### config.mk
export PLATFORM = sky130hd
export DESIGN_NAME = dm_wb_cache_flat
export DESIGN_NICKNAME = d
export VERILOG_FILES = /design/src/rtl/cache_types_pkg.sv /design/src/rtl/dm_wb_cache_if.sv /design/src/rtl/cache_array.sv /design/src/rtl/dm_wb_cache.sv /design/src/flat_wrapper.sv
export SDC_FILE = /design/constraint.sdc
export NUM_CORES = 2
export LEC_CHECK = 0
export ABC_AREA = 1
export CORE_MARGIN = 5
export CORE_UTILIZATION = 45
export DETAILED_ROUTE_END_ITERATION = 10
export GPL_ROUTABILITY_DRIVEN = 1
export SLEW_MARGIN = 20
export SYNTH_ARGS = -nofsm -noshare
export SYNTH_HDL_FRONTEND = slang
export SYNTH_HIERARCHICAL = 1
export SYNTH_SLANG_ARGS = --single-unit
export TNS_END_PERCENT = 30
### constraint.sdc
create_clock -name clk -period 3.6 [get_ports clk]
set_input_delay 0.54 -clock clk [delete_from_list [all_inputs] [get_ports clk]]
set_output_delay 0.54 -clock clk [all_outputs]
set_load 0.02 [all_outputs]
### src/rtl/cache_types_pkg.sv
// Shared types and geometry for the direct-mapped write-back cache.
// Optional statistics counters are enabled with the DM_CACHE_STATS_EN macro.
package cache_types_pkg;

    localparam int LINE_BITS      = 256;
    localparam int WORD_BITS      = 32;
    localparam int OFFSET_BITS    = 5;
    localparam int WORDS_PER_LINE = LINE_BITS / WORD_BITS;
    localparam int BYTES_PER_LINE = LINE_BITS / 8;

    typedef enum logic [1:0] {
        IDLE      = 2'd0,
        COMPARE   = 2'd1,
        WRITEBACK = 2'd2,
        ALLOCATE  = 2'd3
    } cache_state_e;

    // Registered CPU request, captured when leaving IDLE.
    typedef struct packed {
        logic [31:0] addr;
        logic [31:0] wdata;
        logic [3:0]  be;
        logic        we;
    } cpu_req_t;

    function automatic int index_bits(input int num_sets);
        return $clog2(num_sets);
    endfunction

    function automatic int tag_bits(input int num_sets);
        return 32 - OFFSET_BITS - $clog2(num_sets);
    endfunction

endpackage

### src/rtl/dm_wb_cache_if.sv
// CPU-side and line-side (cacheline adaptor) bus bundle for dm_wb_cache.
// slave is the cache's view; master is the view of the CPU plus adaptor.
interface dm_wb_cache_if;

    // CPU side
    logic [31:0] mem_address;
    logic        mem_read;
    logic        mem_write;
    logic [31:0] mem_wdata;
    logic [3:0]  mem_byte_enable;
    logic [31:0] mem_rdata;
    logic        mem_resp;

    // Line side
    logic [31:0]                           pmem_address;
    logic                                  pmem_read;
    logic                                  pmem_write;
    logic [cache_types_pkg::LINE_BITS-1:0] pmem_wdata;
    logic [cache_types_pkg::LINE_BITS-1:0] pmem_rdata;
    logic                                  pmem_resp;

    modport slave (
        input  mem_address, mem_read, mem_write, mem_wdata, mem_byte_enable,
        output mem_rdata, mem_resp,
        output pmem_address, pmem_read, pmem_write, pmem_wdata,
        input  pmem_rdata, pmem_resp
    );

    modport master (
        output mem_address, mem_read, mem_write, mem_wdata, mem_byte_enable,
        input  mem_rdata, mem_resp,
        input  pmem_address, pmem_read, pmem_write, pmem_wdata,
        output pmem_rdata, pmem_resp
    );

endinterface

### src/rtl/cache_array.sv
// Tag, valid, dirty and line storage for the direct-mapped cache.
// Single index for read and write; reads are combinational, writes land
// on the rising edge with per-byte line enables. Only valid/dirty reset.
module cache_array
    import cache_types_pkg::*;
#(
    parameter int NUM_SETS = 8,
    parameter int IDX_W    = 3,
    parameter int TAG_W    = 24
) (
    input  logic                      clk,
    input  logic                      reset_n,
    input  logic [IDX_W-1:0]          index,
    output logic [TAG_W-1:0]          rd_tag,
    output logic                      rd_valid,
    output logic                      rd_dirty,
    output logic [LINE_BITS-1:0]      rd_line,
    input  logic [BYTES_PER_LINE-1:0] line_we,
    input  logic [LINE_BITS-1:0]      line_wdata,
    input  logic                      tag_we,
    input  logic [TAG_W-1:0]          tag_wdata,
    input  logic                      meta_we,
    input  logic                      meta_valid,
    input  logic                      meta_dirty
);

    logic [LINE_BITS-1:0] data_mem [NUM_SETS];
    logic [TAG_W-1:0]     tag_mem  [NUM_SETS];
    logic [NUM_SETS-1:0]  valid_q;
    logic [NUM_SETS-1:0]  dirty_q;

    assign rd_tag   = tag_mem[index];
    assign rd_valid = valid_q[index];
    assign rd_dirty = dirty_q[index];
    assign rd_line  = data_mem[index];

    // Line data: byte-granular write, deliberately not reset.
    always_ff @(posedge clk) begin
        for (int b = 0; b < BYTES_PER_LINE; b++) begin
            if (line_we[b]) data_mem[index][8*b +: 8] <= line_wdata[8*b +: 8];
        end
    end

    // Tag storage, deliberately not reset (valid bit gates its use).
    always_ff @(posedge clk) begin
        if (tag_we) tag_mem[index] <= tag_wdata;
    end

    // Valid/dirty bits: cleared asynchronously so a reset empties the cache.
    always_ff @(posedge clk or negedge reset_n) begin
        if (!reset_n) begin
            valid_q <= '0;
            dirty_q <= '0;
        end else if (meta_we) begin
            valid_q[index] <= meta_valid;
            dirty_q[index] <= meta_dirty;
        end
    end

endmodule

### src/rtl/dm_wb_cache.sv
// Direct-mapped, write-back, write-allocate cache between a 32-bit CPU port
// and a 256-bit cacheline adaptor. Hits complete one cycle after the
// request is sampled; misses write back a dirty victim, then allocate.
// Define DM_CACHE_STATS_EN to add hit_count/miss_count outputs.
module dm_wb_cache
    import cache_types_pkg::*;
#(
    parameter int NUM_SETS = 8
) (
    input  logic          clk,
    input  logic          reset_n,
    dm_wb_cache_if.slave  bus
`ifdef DM_CACHE_STATS_EN
    ,
    output logic [31:0]   hit_count,
    output logic [31:0]   miss_count
`endif
);

    localparam int IDX_W = index_bits(NUM_SETS);
    localparam int TAG_W = tag_bits(NUM_SETS);

    cache_state_e state;
    cpu_req_t     req;
    logic         pmem_read_q;
    logic         pmem_write_q;
    logic [31:0]  pmem_address_q;

    logic [TAG_W-1:0] req_tag;
    logic [IDX_W-1:0] req_idx;
    logic [2:0]       req_wsel;

    assign req_tag  = req.addr[31 -: TAG_W];
    assign req_idx  = req.addr[OFFSET_BITS +: IDX_W];
    assign req_wsel = req.addr[4:2];

    // Byte lane bits of the address never affect a word-wide access.
    logic unused_addr_lsb;
    assign unused_addr_lsb = ^req.addr[1:0];

    // Array interface
    logic [TAG_W-1:0]          rd_tag;
    logic                      rd_valid;
    logic                      rd_dirty;
    logic [LINE_BITS-1:0]      rd_line;
    logic [BYTES_PER_LINE-1:0] line_we;
    logic [LINE_BITS-1:0]      line_wdata;
    logic                      tag_we;
    logic                      meta_we;
    logic                      meta_valid;
    logic                      meta_dirty;
    logic                      tag_match;

    cache_array #(
        .NUM_SETS (NUM_SETS),
        .IDX_W    (IDX_W),
        .TAG_W    (TAG_W)
    ) u_array (
        .clk        (clk),
        .reset_n    (reset_n),
        .index      (req_idx),
        .rd_tag     (rd_tag),
        .rd_valid   (rd_valid),
        .rd_dirty   (rd_dirty),
        .rd_line    (rd_line),
        .line_we    (line_we),
        .line_wdata (line_wdata),
        .tag_we     (tag_we),
        .tag_wdata  (req_tag),
        .meta_we    (meta_we),
        .meta_valid (meta_valid),
        .meta_dirty (meta_dirty)
    );

    assign tag_match = rd_valid && (rd_tag == req_tag);

    // CPU response is a pure function of the COMPARE state so it can never
    // stretch beyond the single COMPARE cycle.
    assign bus.mem_resp  = (state == COMPARE) && tag_match;
    assign bus.mem_rdata = rd_line[{req_wsel, 5'b0} +: WORD_BITS];

    // Victim line comes straight from the array; the set cannot change
    // while WRITEBACK is waiting, so the data stays stable.
    assign bus.pmem_wdata   = rd_line;
    assign bus.pmem_read    = pmem_read_q;
    assign bus.pmem_write   = pmem_write_q;
    assign bus.pmem_address = pmem_address_q;

    // Array write controls: store-hit merge, dirty clear after writeback,
    // full-line fill on allocate. Only the accepted pmem_resp has effect.
    always_comb begin
        line_we    = '0;
        line_wdata = '0;
        tag_we     = 1'b0;
        meta_we    = 1'b0;
        meta_valid = 1'b0;
        meta_dirty = 1'b0;
        case (state)
            COMPARE: begin
                if (tag_match && req.we) begin
                    line_we[{req_wsel, 2'b00} +: 4] = req.be;
                    line_wdata = {WORDS_PER_LINE{req.wdata}};
                    meta_we    = 1'b1;
                    meta_valid = 1'b1;
                    meta_dirty = 1'b1;
                end
            end
            WRITEBACK: begin
                if (bus.pmem_resp) begin
                    meta_we    = 1'b1;
                    meta_valid = rd_valid;
                    meta_dirty = 1'b0;
                end
            end
            ALLOCATE: begin
                if (bus.pmem_resp) begin
                    line_we    = '1;
                    line_wdata = bus.pmem_rdata;
                    tag_we     = 1'b1;
                    meta_we    = 1'b1;
                    meta_valid = 1'b1;
                    meta_dirty = 1'b0;
                end
            end
            default: ;
        endcase
    end

    // Main controller: request capture, hit/miss decision, line transfers.
    // Line-side strobes and address are registered and held until pmem_resp.
    always_ff @(posedge clk or negedge reset_n) begin
        if (!reset_n) begin
            state          <= IDLE;
            req            <= '0;
            pmem_read_q    <= 1'b0;
            pmem_write_q   <= 1'b0;
            pmem_address_q <= '0;
        end else begin
            case (state)
                IDLE: begin
                    if (bus.mem_read || bus.mem_write) begin
                        req.addr  <= bus.mem_address;
                        req.wdata <= bus.mem_wdata;
                        req.be    <= bus.mem_byte_enable;
                        req.we    <= bus.mem_write;
                        state     <= COMPARE;
                    end
                end
                COMPARE: begin
                    if (tag_match) begin
                        state <= IDLE;
                    end else if (rd_valid && rd_dirty) begin
                        state          <= WRITEBACK;
                        pmem_write_q   <= 1'b1;
                        pmem_address_q <= {rd_tag, req_idx, {OFFSET_BITS{1'b0}}};
                    end else begin
                        state          <= ALLOCATE;
                        pmem_read_q    <= 1'b1;
                        pmem_address_q <= {req_tag, req_idx, {OFFSET_BITS{1'b0}}};
                    end
                end
                WRITEBACK: begin
                    if (bus.pmem_resp) begin
                        state          <= ALLOCATE;
                        pmem_write_q   <= 1'b0;
                        pmem_read_q    <= 1'b1;
                        pmem_address_q <= {req_tag, req_idx, {OFFSET_BITS{1'b0}}};
                    end
                end
                ALLOCATE: begin
                    if (bus.pmem_resp) begin
                        state       <= COMPARE;
                        pmem_read_q <= 1'b0;
                    end
                end
                default: state <= IDLE;
            endcase
        end
    end

`ifdef DM_CACHE_STATS_EN
    // Marks the COMPARE that follows a fill; that pass finishes an access
    // already counted as a miss, so it is not counted again as a hit.
    logic refill;

    // Track whether the current COMPARE is the post-fill re-check.
    always_ff @(posedge clk or negedge reset_n) begin
        if (!reset_n) begin
            refill <= 1'b0;
        end else if (state == ALLOCATE && bus.pmem_resp) begin
            refill <= 1'b1;
        end else if (state == COMPARE) begin
            refill <= 1'b0;
        end
    end

    // Wrapping hit/miss counters, one step per first-pass COMPARE.
    always_ff @(posedge clk or negedge reset_n) begin
        if (!reset_n) begin
            hit_count  <= '0;
            miss_count <= '0;
        end else if (state == COMPARE) begin
            if (!tag_match)   miss_count <= miss_count + 32'd1;
            else if (!refill) hit_count  <= hit_count + 32'd1;
        end
    end
`endif

endmodule

### src/flat_wrapper.sv
// flat-port wrapper written by rule: the top's interface ports become plain ports
module dm_wb_cache_flat import cache_types_pkg::*;
#(
    parameter int NUM_SETS = 8
)
  (clk, reset_n, bus_mem_address, bus_mem_read, bus_mem_write, bus_mem_wdata, bus_mem_byte_enable, bus_mem_rdata, bus_mem_resp, bus_pmem_address, bus_pmem_read, bus_pmem_write, bus_pmem_wdata, bus_pmem_rdata, bus_pmem_resp);
  dm_wb_cache_if bus_i ();
  input  logic clk;
  input  logic reset_n;
  input wire logic [$bits(bus_i.mem_address)-1:0] bus_mem_address;
  input wire logic [$bits(bus_i.mem_read)-1:0] bus_mem_read;
  input wire logic [$bits(bus_i.mem_write)-1:0] bus_mem_write;
  input wire logic [$bits(bus_i.mem_wdata)-1:0] bus_mem_wdata;
  input wire logic [$bits(bus_i.mem_byte_enable)-1:0] bus_mem_byte_enable;
  output wire logic [$bits(bus_i.mem_rdata)-1:0] bus_mem_rdata;
  output wire logic [$bits(bus_i.mem_resp)-1:0] bus_mem_resp;
  output wire logic [$bits(bus_i.pmem_address)-1:0] bus_pmem_address;
  output wire logic [$bits(bus_i.pmem_read)-1:0] bus_pmem_read;
  output wire logic [$bits(bus_i.pmem_write)-1:0] bus_pmem_write;
  output wire logic [$bits(bus_i.pmem_wdata)-1:0] bus_pmem_wdata;
  input wire logic [$bits(bus_i.pmem_rdata)-1:0] bus_pmem_rdata;
  input wire logic [$bits(bus_i.pmem_resp)-1:0] bus_pmem_resp;
  assign bus_i.mem_address = bus_mem_address;
  assign bus_i.mem_read = bus_mem_read;
  assign bus_i.mem_write = bus_mem_write;
  assign bus_i.mem_wdata = bus_mem_wdata;
  assign bus_i.mem_byte_enable = bus_mem_byte_enable;
  assign bus_mem_rdata = bus_i.mem_rdata;
  assign bus_mem_resp = bus_i.mem_resp;
  assign bus_pmem_address = bus_i.pmem_address;
  assign bus_pmem_read = bus_i.pmem_read;
  assign bus_pmem_write = bus_i.pmem_write;
  assign bus_pmem_wdata = bus_i.pmem_wdata;
  assign bus_i.pmem_rdata = bus_pmem_rdata;
  assign bus_i.pmem_resp = bus_pmem_resp;
  dm_wb_cache #(.NUM_SETS(NUM_SETS)) u_core (.clk(clk), .reset_n(reset_n), .bus(bus_i));
endmodule
# Word-level counts from Yosys, hierarchy flattened
# Memories as Yosys holds them, arrays and structs flattened.
# Index checks and enable logic that the tools add are counted.
# word_totals
register_bits,121
mem_bits_rw,2240
input_bits,329
out_inout_bits,323
elab_cells,149
mem_count,2
# memory_table
name,words,width,rd,rd_clocked_by_memory_dff,write_ports,line_no,rtl
u_core.u_array.data_mem,8,256,1,0,1,cache_array.sv:27,logic [LINE_BITS-1:0] data_mem [NUM_SETS];
u_core.u_array.tag_mem,8,24,1,0,1,cache_array.sv:28,logic [TAG_W-1:0] tag_mem [NUM_SETS];
# classes
add_sub_neg,1
n_lt_le_gt_ge,2
eq_ne,10
n_shift,3
mux,105
bitwise_logic,1
reduce_logical,15
# op_table
operator,count
$mux 256,2
$pmux 256 s2,1
$shiftx 256x9->32,1
$mux 32,5
$pmux 32 s2,2
$mux 1,81
$and 32x32->32,1
$shift 4x7->32 const A,1
$shiftx 4x7->32,1
$eq 24x24->1,1
$bwmux 8,2
$ne 2x2->1 const B,5
$mux 2,4
$pmux 2 s4,1
$neg 5->7,1
$bmux 1 s3,2
$pmux 1 s3,2
$reduce_and 3->1,2
$logic_and 1x1->1,5
$reduce_and 5->1,1
$eq 2x2->1 const B,2
$lt 3x4->1 const B,1
$pmux 1 s2,2
$reduce_and 4->1,1
10 further kinds,10

# Logic depth before layout (Yosys ltp)
# logic_depth
word_depth,8
depth_mapped,26
ltp_nobuf,21

# By module
# Netlist, hierarchy kept.
# by_module_without_submodules
mod,n_inst,cells_each,area_each_um2
cache_array,1,8998,93561.0
dm_wb_cache,1,1783,9582.9

# Least setup slack after synthesis
# No wires, ideal clock.
# synth_path
path_type,register to register
start,register u_core/req[39] (netlist name)
end,"memory u_core.u_array.data_mem[0][0], enable pin"
t_arrival_ns,2.931
setup_slack_ns,0.299
stages_incl_launch_ff,15
n_path_buf,4
path_cell_list,dfrtp_1 > buf_6 > inv_1 > buf_2 > buf_2 > clkbuf_1 > ha_1 > ha_1 > inv_1 > nand3_1 > nor3_1 > nand2_1 > o21ai_0 > inv_1 > nor2_1
# synth_between
elab_chain_len,7
elab_cells_between_ends,8
cone_classes,add/sub (1); shift (2); mux (4); bitwise (1)
# synth_rtl
element,line_no,rtl
"start, declared",dm_wb_cache.sv:24,cpu_req_t req;
$neg 5->7 *,dm_wb_cache.sv:101,"line_we[{req_wsel, 2'b00} +: 4] = req.be;"
$shiftx 4x7->32 or $shift 4x7->32 (tied branches),dm_wb_cache.sv:101,
$and 32x32->32 (no line) *,n/a,
$mux 32 *,dm_wb_cache.sv:100,if (tag_match && req.we) begin
$pmux 32 s2 *,dm_wb_cache.sv:98,case (state)
named net u_core.line_we[0],dm_wb_cache.sv:46,logic [BYTES_PER_LINE-1:0] line_we;
$mux 1 *,cache_array.sv:40,if (line_we[b]) data_mem[index][8*b +: 8] <= line_wdata[8*b +: 8];
$mux 1 (implied by the code) *,cache_array.sv:40,
"end, declared",cache_array.sv:27,
# Mark *: on every way through the listed nets, which the timed path passes. The rest lies on a longest branch.

# Final worst setup path
# layout_path
start,register u_core/req[42] (netlist name)
end,output bus_mem_rdata[28]
# layout_between
elab_chain_len,2
# layout_rtl
element,line_no,rtl
$mem_v2 8x256,n/a,
$shiftx 256x9->32,dm_wb_cache.sv:80,"assign bus.mem_rdata = rd_line[{req_wsel, 5'b0} +: WORD_BITS];"
"end, declared",flat_wrapper.sv:15,output wire logic [$bits(bus_i.mem_rdata)-1:0] bus_mem_rdata;
# No other way between the ends.

==> results.toml <==
[critical_path]
crit_slowest_cell = "dfrtp_4"
start_kind = "flop"
critPathMaxFanout = 20
cpPeakStageDelay_ns = 0.59
worstReg2RegStart = "u_core/req[42]$_DFFE_PN0P_"
crit_path_frequent_cell = "nand2_1"
startpoint = "u_core/req[42]$_DFFE_PN0P_"
reg2reg_depth = 25
r2r-end = "u_core/u_array/data_mem[2][218]$_DFFE_PP_"
reg2reg_slack_ns = -0.56
crit_type = "reg2out"
critical-path-top-delay-family = "buffers and inverters"
crit_end = "bus_mem_rdata[28]"
critPathRequiredTime_ns = 3.06
crit_chain = "buf_12 -> buf_16 -> buf_12 -> nand2_1 -> nand2_1 -> nand2_1 -> nand2_1 -> nand2_1 -> nand2_1 -> o21ai_0 -> buf_4 -> o22ai_4 -> buf_6 -> nor2_2 -> a31oi_2 -> buf_4 -> buf_4"
worstPathArrival_ns = 3.77
endpoint_kind = "primary output"
cp.depth = 17
critPathBufInv = 7

[synth]
netlist_area_mm2 = 0.103
ys_seq_elements = 2354
synth.top_cell.area_share_pct = 65.2
postSynthCellCount = 10800
async_flop_share_pct = 4.84
synth_warnings = 6
synth-simple-area-share_pct = 27.1
synth-edff-count = 2240
synth_compound_area_share_pct = 1.67
synth_xor_area_share_pct = 0.0340
synth_area_leaders = "edfxtp_1, nand2_1, dfrtp_1"
yosysTopAreaCell = "edfxtp_1"
syn_area_per_cell_um2 = 9.57
synth.area.mux_share_pct = 0.0291
ys_seq_area_share_pct = 68.0
synth_top_flop_cell = "edfxtp_1"
synth_top_family_by_area = "simple AND/OR/NAND/NOR gates"
synth_adder_area_share_pct = 0.121
synth_cell_type_count = 34

[job]
cap_violations = 0

[grt]
grt_use_total_pct = 32.1
antenna_found_initial = 33
grt_start_max_net_pins = 84
grt_pass1_vias = 77300
grt_pass1_wl_um = 546000
grt_overflow = 0

[clock_tree]
clkLatencyLatePin_ns = 0.90
numCtsBuffers = 240
path_clk_slew_ns = 0.06
clock-sinks = 2354
cts_tree = "yes"
clock_path_buffers = 3
htreeDepth = 4
cts_root_buf = "clkbuf_16"

[floorplan]
core-area_mm2 = 0.228
start_util_pct = 45.3
die_h_um = 489
dieWidth_um = 489
fp-row-count = 175
ios = 652
die_area_mm2 = 0.239

[route]
ant_nets = 0
wirelength_um = 399000
drt_iter0_drc = 9834
post-route-drc-count = 0
via_per_inst = 5.39
wire_per_inst_um = 25.5
num_vias = 84100
first_pass_iters = 6

[timing]
hold_viol_final = 0
setup_viol = 4301
finalCritPeriodShare_pct = 120
fmax_mhz = 232
hold_slack_ns = 0.193
skew_ns = 0.0302
fin_ws_ns = -0.705
worst_slew_pin_slew_ns = 0.901
rsz0062_at_grt = "true"
maxSlewHeadroom_pct = 39.9
fin_crit_ns = 4.31
slew_violations = 0

[layout]
fin_cells = 15600
syn_to_final_growth_pct = 28.5
layout-drive-gt1-share_pct = 16.4
utilization_pct = 58.2
layout.nets = 12700

[placed_design]
dp_hpwl_um = 266000
port_buffers = 644
gp_congestion = 0.944
dp_cells = 15000

[status]
violations = "setup timing"
status = "finished, violations left"

[power]
ir_drop_mv = 0.738
leakage_nw = 58.5
powerDensity_mw_per_mm2 = 906

[hold_path]
holdCritPathClass = "in2reg"
min_path_cells = 3
## Yosys cell counts, types with 11 or more instances
cell type and number:
nor2_1 531, nand2_1 6768, nand3_1 24, nand2_2 29, clkbuf_1 218, inv_1 107, buf_4 35, buf_2 293
o21ai_0 247, nand4_1 12, buf_6 11, nor3_1 12, o22ai_1 32, a31oi_1 32, edfxtp_1 2240, buf_1 23
dfrtp_1 114
## cells by family after synthesis
logic type	Yosys count
xor+xnor	4
flops	2354
fa+ha+maj	10
other cells	1
compound gates	327
buf+inv	697
simple gates	7385
mux	3
## what timing repair did
item,CTS,global route
buffers inserted,37,43
endpoints found under the hold margin,82,0
endpoints found under the setup margin,3345,4363
resized for setup,455,179
hold buffers,1,0
pin swaps,10,28
cloned,26,27
## layer usage
layer / GRT usage (%) / up-vias / share of wire [%]
met5: 0 / - / 0.0073
li1: - / 38000 / -
met1: 41.1 / 40200 / 37
met3: 8.77 / 888 / 12
met4: 19.4 / 4 / 6.8
met2: 48.8 / 5073 / 45
## worst min-delay path, cell delays in order
cell	delay (ns)
clkdlybuf4s50_1	0.39
nand2_1	0.07
nand2_1	0.05
## cells in the final DEF (no fill, tap or decap), types with 16 or more instances in the layout
cell             count
nand2_1           6650
edfxtp_1          2240
buf_4             1100
nor2_1             493
clkdlybuf4s50_1    429
clkbuf_16          266
o21ai_0            192
buf_12             186
nand2_2            126
dfrtp_1            109
inv_1              102
buf_6               68
clkbuf_1            64
clkinv_2            54
clkinv_1            52
o21ai_1             46
buf_16              40
diode_2             34
nor2_2              34
a31oi_1             24
clkdlybuf4s15_2     23
nand3_1             23
nand2_4             21
bufbuf_16           19
o22ai_1             16
## state kept, by name, indices dropped and copies added (netlist names)
register / flops
u_core/u_array/data_mem: 2048
u_core/u_array/tag_mem: 192
u_core/req: 67
u_core/bus.pmem_address: 27
u_core/u_array/dirty_q: 8
u_core/u_array/valid_q: 8
u_core/state: 2
u_core/bus.pmem_read: 1
u_core/bus.pmem_write: 1
## final cells by class
class | instances | area (um2)
timing repair inverter | 1 | 8.76
tap | 3009 | 3760
antenna | 34 | 85.1
clock inverter | 139 | 1160
clock buffer | 315 | 6420
inverter | 117 | 512
multi-input combinational | 7734 | 30600
fill | 18900 | 95200
timing repair buffer | 1909 | 19800
sequential | 2354 | 70100
## per-stage QoR
| stage | TNS [ns] | area [um2] | setup slack [ns] | total power, mW |
|---|---|---|---|---|
| finish | -1649.67 | 133000 | -0.705 | 120 |
| floorplan | 0 | 103000 | 0.299 | 59.3 |
| CTS | -715.97 | 131000 | -0.751 | 117 |
| global route | -2629.40 | 132000 | -0.813 | 125 |
| detailed placement | -162.17 | 121000 | -0.279 | 89.8 |
| global placement | -123.27 | 121000 | -0.230 | 89.5 |
## worst min path at each step
stage,from,to,slack [ns]
finish,bus_mem_wdata[2],u_core/req[7]$_DFFE_PN0P_,0.19
global route,bus_mem_wdata[29],u_core/req[34]$_DFFE_PN0P_,0.17
CTS,bus_mem_wdata[2],u_core/req[7]$_DFFE_PN0P_,0.14
detailed placement,u_core/bus.pmem_address[5]$_DFFE_PN0P_,u_core/bus.pmem_address[5]$_DFFE_PN0P_,0.47
global placement,u_core/u_array/dirty_q[4]$_DFFE_PN0P_,u_core/u_array/dirty_q[4]$_DFFE_PN0P_,0.47
floorplan,reset_n,u_core/bus.pmem_address[10]$_DFFE_PN0P_,0.24
## power breakdown
group          internal (mW)  switching, mW  leakage [nW]
Sequential              32.9           1.04          22.1
Combinational           22.6           39.5          32.7
Clock                   13.4           10.7          3.73
Total                   68.9           51.3          58.5
Note: power is estimated with default switching activity, not from simulation.
